[config.mk]
export PLATFORM = sky130hd
export DESIGN_NAME = mandel_pixel_sequencer
export DESIGN_NICKNAME = d
export VERILOG_FILES = /design/src/rtl/mandel_pixel_sequencer.sv
export SDC_FILE = /design/constraint.sdc
export NUM_CORES = 1
export LEC_CHECK = 0
export CAP_MARGIN = 20
export CORE_MARGIN = 8
export CORE_UTILIZATION = 40
export CTS_BUF_LIST = sky130_fd_sc_hd__clkbuf_4 sky130_fd_sc_hd__clkbuf_8
export DETAILED_ROUTE_END_ITERATION = 10
export PLACE_DENSITY_LB_ADDON = 0.25
export SYNTH_ARGS = -nofsm -noshare
export SYNTH_HDL_FRONTEND = slang
export SYNTH_SLANG_ARGS = --single-unit
[constraint.sdc]
create_clock -name clk -period 2.3 [get_ports clk]
set_clock_uncertainty 0.15 [all_clocks]
set_input_delay 0.575 -clock clk [delete_from_list [all_inputs] [get_ports clk]]
set_output_delay 0.575 -clock clk [all_outputs]
set_load 0.02 [all_outputs]
[src/rtl/mandel_pixel_sequencer.sv]
// Frame-level sequencer for the Mandelbrot render path: scans pixels in raster
// order, runs the iteration engine per pixel, feeds the color converter and
// hands each RGB pixel to the frame-buffer writer over valid/ready.
module mandel_pixel_sequencer #(
    parameter int unsigned WIDTH  = 160,
    parameter int unsigned HEIGHT = 120,
    parameter int unsigned ADDR_W = 15
) (
    input  logic              clk,
    input  logic              rst,
    input  logic              start,
    output logic              busy,
    output logic              frame_done,
    output logic              eng_start,
    output logic [9:0]        eng_x,
    output logic [8:0]        eng_y,
    input  logic              eng_done,
    input  logic [7:0]        eng_iter,
    input  logic              eng_inset,
    output logic [7:0]        cc_iteration,
    output logic              cc_ismandelbrot,
    input  logic [23:0]       cc_rgb,
    output logic              pix_valid,
    input  logic              pix_ready,
    output logic [ADDR_W-1:0] pix_addr,
    output logic [23:0]       pix_rgb
);

    localparam int unsigned X_W = 10;
    localparam int unsigned Y_W = 9;
    localparam logic [X_W-1:0] X_LAST = X_W'(WIDTH - 1);
    localparam logic [Y_W-1:0] Y_LAST = Y_W'(HEIGHT - 1);

    typedef enum logic [2:0] {
        IDLE    = 3'd0,
        ISSUE   = 3'd1,
        WAIT    = 3'd2,
        CONVERT = 3'd3,
        WRITE   = 3'd4,
        DONE    = 3'd5
    } state_t;

    state_t            state;
    state_t            state_next;
    logic [X_W-1:0]    x;
    logic [Y_W-1:0]    y;
    logic [ADDR_W-1:0] addr;
    logic              last_pix;
    logic              latch_eng;
    logic              latch_pix;
    logic              advance;
    logic              clear_pos;

    assign last_pix = (x == X_LAST) && (y == Y_LAST);

    // The engine sees the current scan position directly; it only moves on a handshake.
    assign eng_x = x;
    assign eng_y = y;

    // State register.
    always_ff @(posedge clk) begin
        if (rst) begin
            state <= IDLE;
        end else begin
            state <= state_next;
        end
    end

    // Next-state decode and per-cycle datapath strobes.
    always_comb begin
        state_next = state;
        latch_eng  = 1'b0;
        latch_pix  = 1'b0;
        advance    = 1'b0;
        clear_pos  = 1'b0;
        case (state)
            IDLE: begin
                if (start) begin
                    state_next = ISSUE;
                end
            end
            ISSUE: begin
                state_next = WAIT;
            end
            WAIT: begin
                if (eng_done) begin
                    latch_eng  = 1'b1;
                    state_next = CONVERT;
                end
            end
            CONVERT: begin
                latch_pix  = 1'b1;
                state_next = WRITE;
            end
            WRITE: begin
                if (pix_ready) begin
                    if (last_pix) begin
                        state_next = DONE;
                    end else begin
                        advance    = 1'b1;
                        state_next = ISSUE;
                    end
                end
            end
            DONE: begin
                clear_pos  = 1'b1;
                state_next = IDLE;
            end
            default: begin
                state_next = IDLE;
            end
        endcase
    end

    // Control outputs registered from the next state so they align with it.
    always_ff @(posedge clk) begin
        if (rst) begin
            busy       <= 1'b0;
            frame_done <= 1'b0;
            eng_start  <= 1'b0;
            pix_valid  <= 1'b0;
        end else begin
            busy       <= (state_next != IDLE);
            frame_done <= (state_next == DONE);
            eng_start  <= (state_next == ISSUE);
            pix_valid  <= (state_next == WRITE);
        end
    end

    // Raster position and running linear address (no multiplier needed).
    always_ff @(posedge clk) begin
        if (rst || clear_pos) begin
            x    <= '0;
            y    <= '0;
            addr <= '0;
        end else if (advance) begin
            if (x == X_LAST) begin
                x <= '0;
                y <= y + Y_W'(1);
            end else begin
                x <= x + X_W'(1);
            end
            addr <= addr + ADDR_W'(1);
        end
    end

    // Engine result capture toward the color converter.
    always_ff @(posedge clk) begin
        if (rst) begin
            cc_iteration    <= '0;
            cc_ismandelbrot <= 1'b0;
        end else if (latch_eng) begin
            cc_iteration    <= eng_iter;
            cc_ismandelbrot <= eng_inset;
        end
    end

    // Pixel payload capture; held steady through the whole write handshake.
    always_ff @(posedge clk) begin
        if (rst) begin
            pix_addr <= '0;
            pix_rgb  <= '0;
        end else if (latch_pix) begin
            pix_addr <= addr;
            pix_rgb  <= cc_rgb;
        end
    end

endmodule

Yosys cells after proc, flatten, opt, wreduce, memory -nomap -nowiden
Index checks and enable logic that the tools add are counted.

Input port bits: 38. Register bits: 89. Logic and storage cells: 43.

Reductions and logical operators: 5. $add $sub $neg: 3. Multiplexer cells: 13. Eq/ne operators: 10.

Operators by type and width (number): $add A15 B1 Y15 const B (1); $pmux W3 S5 (1); $eq A3 B3 Y1 const B (4); $mux W3 (4); $add A10 B1 Y10 const B (1); $eq A10 B8 Y1 const B (1); $mux W10 (1); $add A9 B1 Y9 const B (1); $eq A9 B7 Y1 const B (1); $mux W1 (7); $eq A3 B1 Y1 const B (2); $eq A3 B2 Y1 const B (2); $logic_not A3 Y1 (1); $reduce_bool A3 Y1 (1); $reduce_and A2 Y1 (1); $logic_and A1 B1 Y1 (1); $logic_or A1 B1 Y1 (1).

Logic depth before layout (Yosys ltp)
Word-level depth: 6. Gate-level depth with buffers: 8.

Worst setup path before layout
No wires, ideal clock.

Path kind: register -> register. From: register x[7], in the netlist eng_x[7]. To: register addr[0]. Setup slack: 76 ps. Cell stages (with the launch flop): 8. Setup time: 128 ps. Buffers on the path: 2. Data required time: 2022 ps. Arrival time: 1947 ps. Cell sequence: dfxtp_1 or4b_4 or3_1 buf_6 o21ai_4 buf_6 xor2_1 nor2_1.

Word-level cells in the longest chain between the ends: 5.

Ends and longest elaborated chain: start, declared (RTL line 45) `logic [X_W-1:0] x;`; start signal, assigned (RTL line 141) `x <= x + X_W'(1);`; $eq A10 B8 Y1 (RTL line 54) `assign last_pix = (x == X_LAST) && (y == Y_LAST);`; $logic_and A1 B1 Y1 (RTL line 54); $mux W1 (RTL line 97) `if (last_pix) begin`; $mux W1 (RTL line 96) `if (pix_ready) begin`; $mux W1 (RTL line 76) `case (state)`; end signal, assigned (RTL line 143) `addr <= addr + ADDR_W'(1);`; end, declared (RTL line 47) `logic [ADDR_W-1:0] addr;`.

Every way passes these cells. A chain may end at the register's enable or synchronous reset.

Final worst setup path
From: register x[2], in the netlist eng_x[2]. To: output eng_x[2].

RTL lines: end, declared (RTL line 15) `output logic [9:0] eng_x,`.

No word-level cell between the ends.

==> flow_results.xml <==
<?xml version="1.0" encoding="UTF-8"?>
<metrics>
  <group name="worst_setup_path">
    <metric name="cell_family_with_most_cp_delay" unit="">buffers and inverters</metric>
    <metric name="critical_path.n_buffers_inverters" unit="">1</metric>
    <metric name="worstPathArrival" unit="ns">1.50</metric>
    <metric name="crit_path_top_delay_cell" unit="">clkdlybuf4s50_1</metric>
    <metric name="critical_path_required" unit="ns">1.57</metric>
    <metric name="critical_path_class" unit="">flip-flop to output port</metric>
    <metric name="crit_path_max_fanout" unit="">7</metric>
    <metric name="max_stage_delay" unit="ns">0.67</metric>
    <metric name="crit_path_start_kind" unit="">flip-flop</metric>
    <metric name="critical_path.cell_chain" unit="">clkdlybuf4s50_1</metric>
    <metric name="timing.critical_path.to_type" unit="">output port</metric>
  </group>
  <group name="clock_network">
    <metric name="max_clock_buf_depth" unit="">2</metric>
    <metric name="h-tree-depth" unit="">3</metric>
    <metric name="cts_hold_buf" unit="">0</metric>
    <metric name="clk_transition_reported_paths" unit="ns">0.09</metric>
    <metric name="clock_tree_from_tritoncts" unit="">done</metric>
    <metric name="clockRootBuffer" unit="">clkbuf_8</metric>
    <metric name="post_cts.repair.setup_buffers" unit="">0</metric>
    <metric name="total_cts_buffers" unit="">9</metric>
    <metric name="number_of_gates_resized_after_cts" unit="">1</metric>
    <metric name="clock-sinks" unit="">89</metric>
    <metric name="clk_latency" unit="ns">0.35</metric>
  </group>
  <group name="synthesis">
    <metric name="synthDistinctLibCells" unit="">49</metric>
    <metric name="synth-edff-count" unit="">0</metric>
    <metric name="post-synth-top-area-fraction" unit="">0.4946</metric>
    <metric name="synthesis_warning_total" unit="">0</metric>
    <metric name="synth_cells" unit="">432</metric>
    <metric name="syn_avg_cell_area" unit="µm²">8.338</metric>
    <metric name="seq_area_frac_synth" unit="">0.4946</metric>
    <metric name="synth_ff_type" unit="">dfxtp_1</metric>
    <metric name="async_reset_ff_frac" unit="">0</metric>
    <metric name="syn-cell-area" unit="µm²">3602</metric>
    <metric name="post_synth_main_area_contributors" unit="">dfxtp_1 (49%), nand2_1 (12%), a21oi_1 (7.9%)</metric>
    <metric name="biggest_area_consumer_among_synthesized_cells" unit="">dfxtp_1</metric>
    <metric name="synth_fp_nets" unit="">473</metric>
    <metric name="synth-seq-cells" unit="">89</metric>
  </group>
  <group name="sta">
    <metric name="rsz0062_at_grt" unit="">false</metric>
    <metric name="setup_ws" unit="ns">0.07478</metric>
    <metric name="timing.final.setup_violations" unit="">0</metric>
    <metric name="drv_slew" unit="">0</metric>
    <metric name="final.hold.worst_slack" unit="ns">0.2772</metric>
    <metric name="final_hold_viol_count" unit="">0</metric>
    <metric name="finalWorstPathRequiredPeriod" unit="ns">2.225</metric>
    <metric name="tightest_slew" unit="ns">0.5200</metric>
    <metric name="finalCritPeriodShare" unit="">0.9675</metric>
    <metric name="slew_headroom" unit="">0.6533</metric>
    <metric name="achievable-frequency" unit="GHz">0.4494</metric>
  </group>
  <group name="die">
    <metric name="die_height" unit="µm">110.9</metric>
    <metric name="chipWidth" unit="µm">110.9</metric>
    <metric name="floorplan.initialDensity" unit="">0.4131</metric>
    <metric name="dieArea" unit="µm²">12300</metric>
    <metric name="top_level_ports" unit="">109</metric>
    <metric name="core_box_area" unit="µm²">8721</metric>
    <metric name="num_rows" unit="">34</metric>
  </group>
  <group name="run">
    <metric name="maxCapViolCount" unit="">0</metric>
  </group>
  <group name="global_route">
    <metric name="grt.overflow.total" unit="">0</metric>
    <metric name="maximum_number_of_pins_on_one_net_before_global_route_repair" unit="">52</metric>
    <metric name="grt_util_all_layers" unit="">0.1565</metric>
    <metric name="grt_pass1_vias" unit="">3219</metric>
    <metric name="grt_first_pass_wirelength" unit="µm">16250</metric>
    <metric name="grt_antenna_before_repair" unit="">0</metric>
  </group>
  <group name="routing">
    <metric name="routed_wire_length_per_instance" unit="µm">14.55</metric>
    <metric name="detailedRoute.firstPassIterationCount" unit="">4</metric>
    <metric name="routed_via_count_divided_by_cell_count" unit="">5.066</metric>
    <metric name="drcViolationCount" unit="">0</metric>
    <metric name="drt_iter0_drc" unit="">204</metric>
    <metric name="ant_nets" unit="">0</metric>
    <metric name="sum_of_routed_wire_length_over_all_layers" unit="µm">9677</metric>
    <metric name="routed-via-count" unit="">3369</metric>
  </group>
  <group name="final_layout">
    <metric name="insertedDiodeCount" unit="">0</metric>
    <metric name="final.fill_count" unit="">808</metric>
    <metric name="area_growth_from_synthesis_to_final_layout" unit="%">43.45</metric>
    <metric name="final_nets" unit="">593</metric>
    <metric name="drive_above_1_share" unit="">0.1131</metric>
  </group>
  <group name="placed_design">
    <metric name="pre_cts_ws" unit="ns">-0.3718</metric>
    <metric name="portBuffers" unit="">108</metric>
    <metric name="detailed_place_hpwl" unit="µm">7012</metric>
    <metric name="gp_congestion" unit="">0.8145</metric>
  </group>
  <group name="power">
    <metric name="vdd_drop_max" unit="V">0.0003378</metric>
    <metric name="power.static_leakage" unit="nW">1.812</metric>
    <metric name="pwr_dens" unit="nW/µm²">596.5</metric>
  </group>
  <group name="min_path">
    <metric name="worst_hold_path_type" unit="">primary input to flip-flop</metric>
  </group>
  <group name="status">
    <metric name="status" unit="">completed</metric>
  </group>
</metrics>
## state kept, by name, summed over array words and instances, names as in the netlist
signal	count
busy	1
eng_start	1
frame_done	1
pix_addr	15
eng_x	10
eng_y	9
cc_ismandelbrot	1
addr	15
state	3
pix_rgb	24
pix_valid	1
cc_iteration	8
## layout make-up
cell class	instances	area (µm²)	area share
well taps	108	135.1	0.02615
multi-input cells	311	1689	0.3269
flip-flops and latches	89	1783	0.3450
clock inverters	6	96.34	0.01864
repair buffers	138	1315	0.2545
inverters	3	11.26	0.002179
clock buffers	10	137.6	0.02663
## report_power, final
group	switching [mW]	internal, mW	total, mW
Sequential	0.0152	1.57	1.58
Clock	0.578	0.655	1.23
Combinational	0.137	0.131	0.268
Total	0.730	2.35	3.08
## synth_stat cells, types with 2 or more instances
| library cell | n |
|---|---|
| or4_1 | 4 |
| o211ai_1 | 3 |
| dfxtp_1 | 89 |
| xor2_1 | 13 |
| a21oi_1 | 57 |
| nor3_1 | 5 |
| nor2_1 | 31 |
| and3_1 | 6 |
| clkbuf_1 | 24 |
| o31ai_1 | 3 |
| buf_6 | 2 |
| nor2b_1 | 2 |
| nand3_1 | 13 |
| or3_1 | 2 |
| a31oi_1 | 2 |
| buf_1 | 2 |
| o21ai_0 | 2 |
| o21ai_2 | 2 |
| a21oi_2 | 3 |
| and4_1 | 3 |
| xnor2_1 | 11 |
| a2111oi_0 | 2 |
| inv_1 | 3 |
| ha_1 | 3 |
| nand4_1 | 8 |
| nand2_1 | 113 |
| and2_1 | 2 |
## final timing paths
kind	startpoint	to	slack (ns)	depth (start not counted)
worst max-delay path	eng_x[2]$_SDFFE_PP0P_	eng_x[2]	0.07	1
worst min-delay path	rst	state[2]$_SDFF_PP0_	0.28	2
worst max register to register	eng_x[5]$_SDFFE_PP0P_	addr[0]$_SDFFE_PP0P_	0.15	6
worst min register to register	pix_rgb[11]$_SDFFE_PP0N_	pix_rgb[11]$_SDFFE_PP0N_	0.31	2
## cell families (layout without fill, tap and decap cells)
family,count (synthesis),count (layout),synth area share
AOI/OAI and AO/OA,82,82,0.1365
and+or+nand+nor,201,201,0.2591
DFF,89,89,0.4946
muxes,1,1,0.003126
xor gates and xnor gates,24,24,0.05835
buffers and inverters,32,157,0.03786
adders and majority gates,3,3,0.01042
## cell usage in the layout (no fill, tap or decap), drive strengths merged, types with 2 or more instances in the layout
cell and count:
a31oi 2, nand3 13, ha 3, clkbuf 10, o211ai 3, nand2 113, nand4 8, or4b 2
buf 31, a2111oi 2, a21oi 60, dfxtp 89, xnor2 11, xor2 13, or4 4, or3 2
o21ai 5, nor2b 2, inv 5, nor4 2, bufinv 2, o31ai 3, nor2 31, clkdlybuf4s50 105
and2 2, nor3 6, and4 4, and3 6
## routing by layer
metal / up-vias / track usage / part of all wire
met5: - / 0 / 0
met4: 0 / 0.05135 / 0.011
met3: 11 / 0.04762 / 0.063
met2: 107 / 0.2472 / 0.45
met1: 1552 / 0.1976 / 0.48
li1: 1699 / - / -
## metrics by stage
step | utilization | power, mW | instance area [µm²] | TNS, ns | instances
4_1_cts | 0.5915 | 3.108 | 5159 | 0 | 665
3_3_place_gp | 0.5648 | 1.883 | 4926 | -4.473 | 649
3_5_place_dp | 0.5648 | 1.886 | 4926 | -5.177 | 649
2_1_floorplan | - | 1.744 | 3602 | 0 | 432
6_report | 0.5925 | 3.083 | 5167 | 0 | 665
5_1_grt | 0.5925 | 3.208 | 5167 | 0 | 665
No activity file was read; power rests on OpenSTA's default activity.
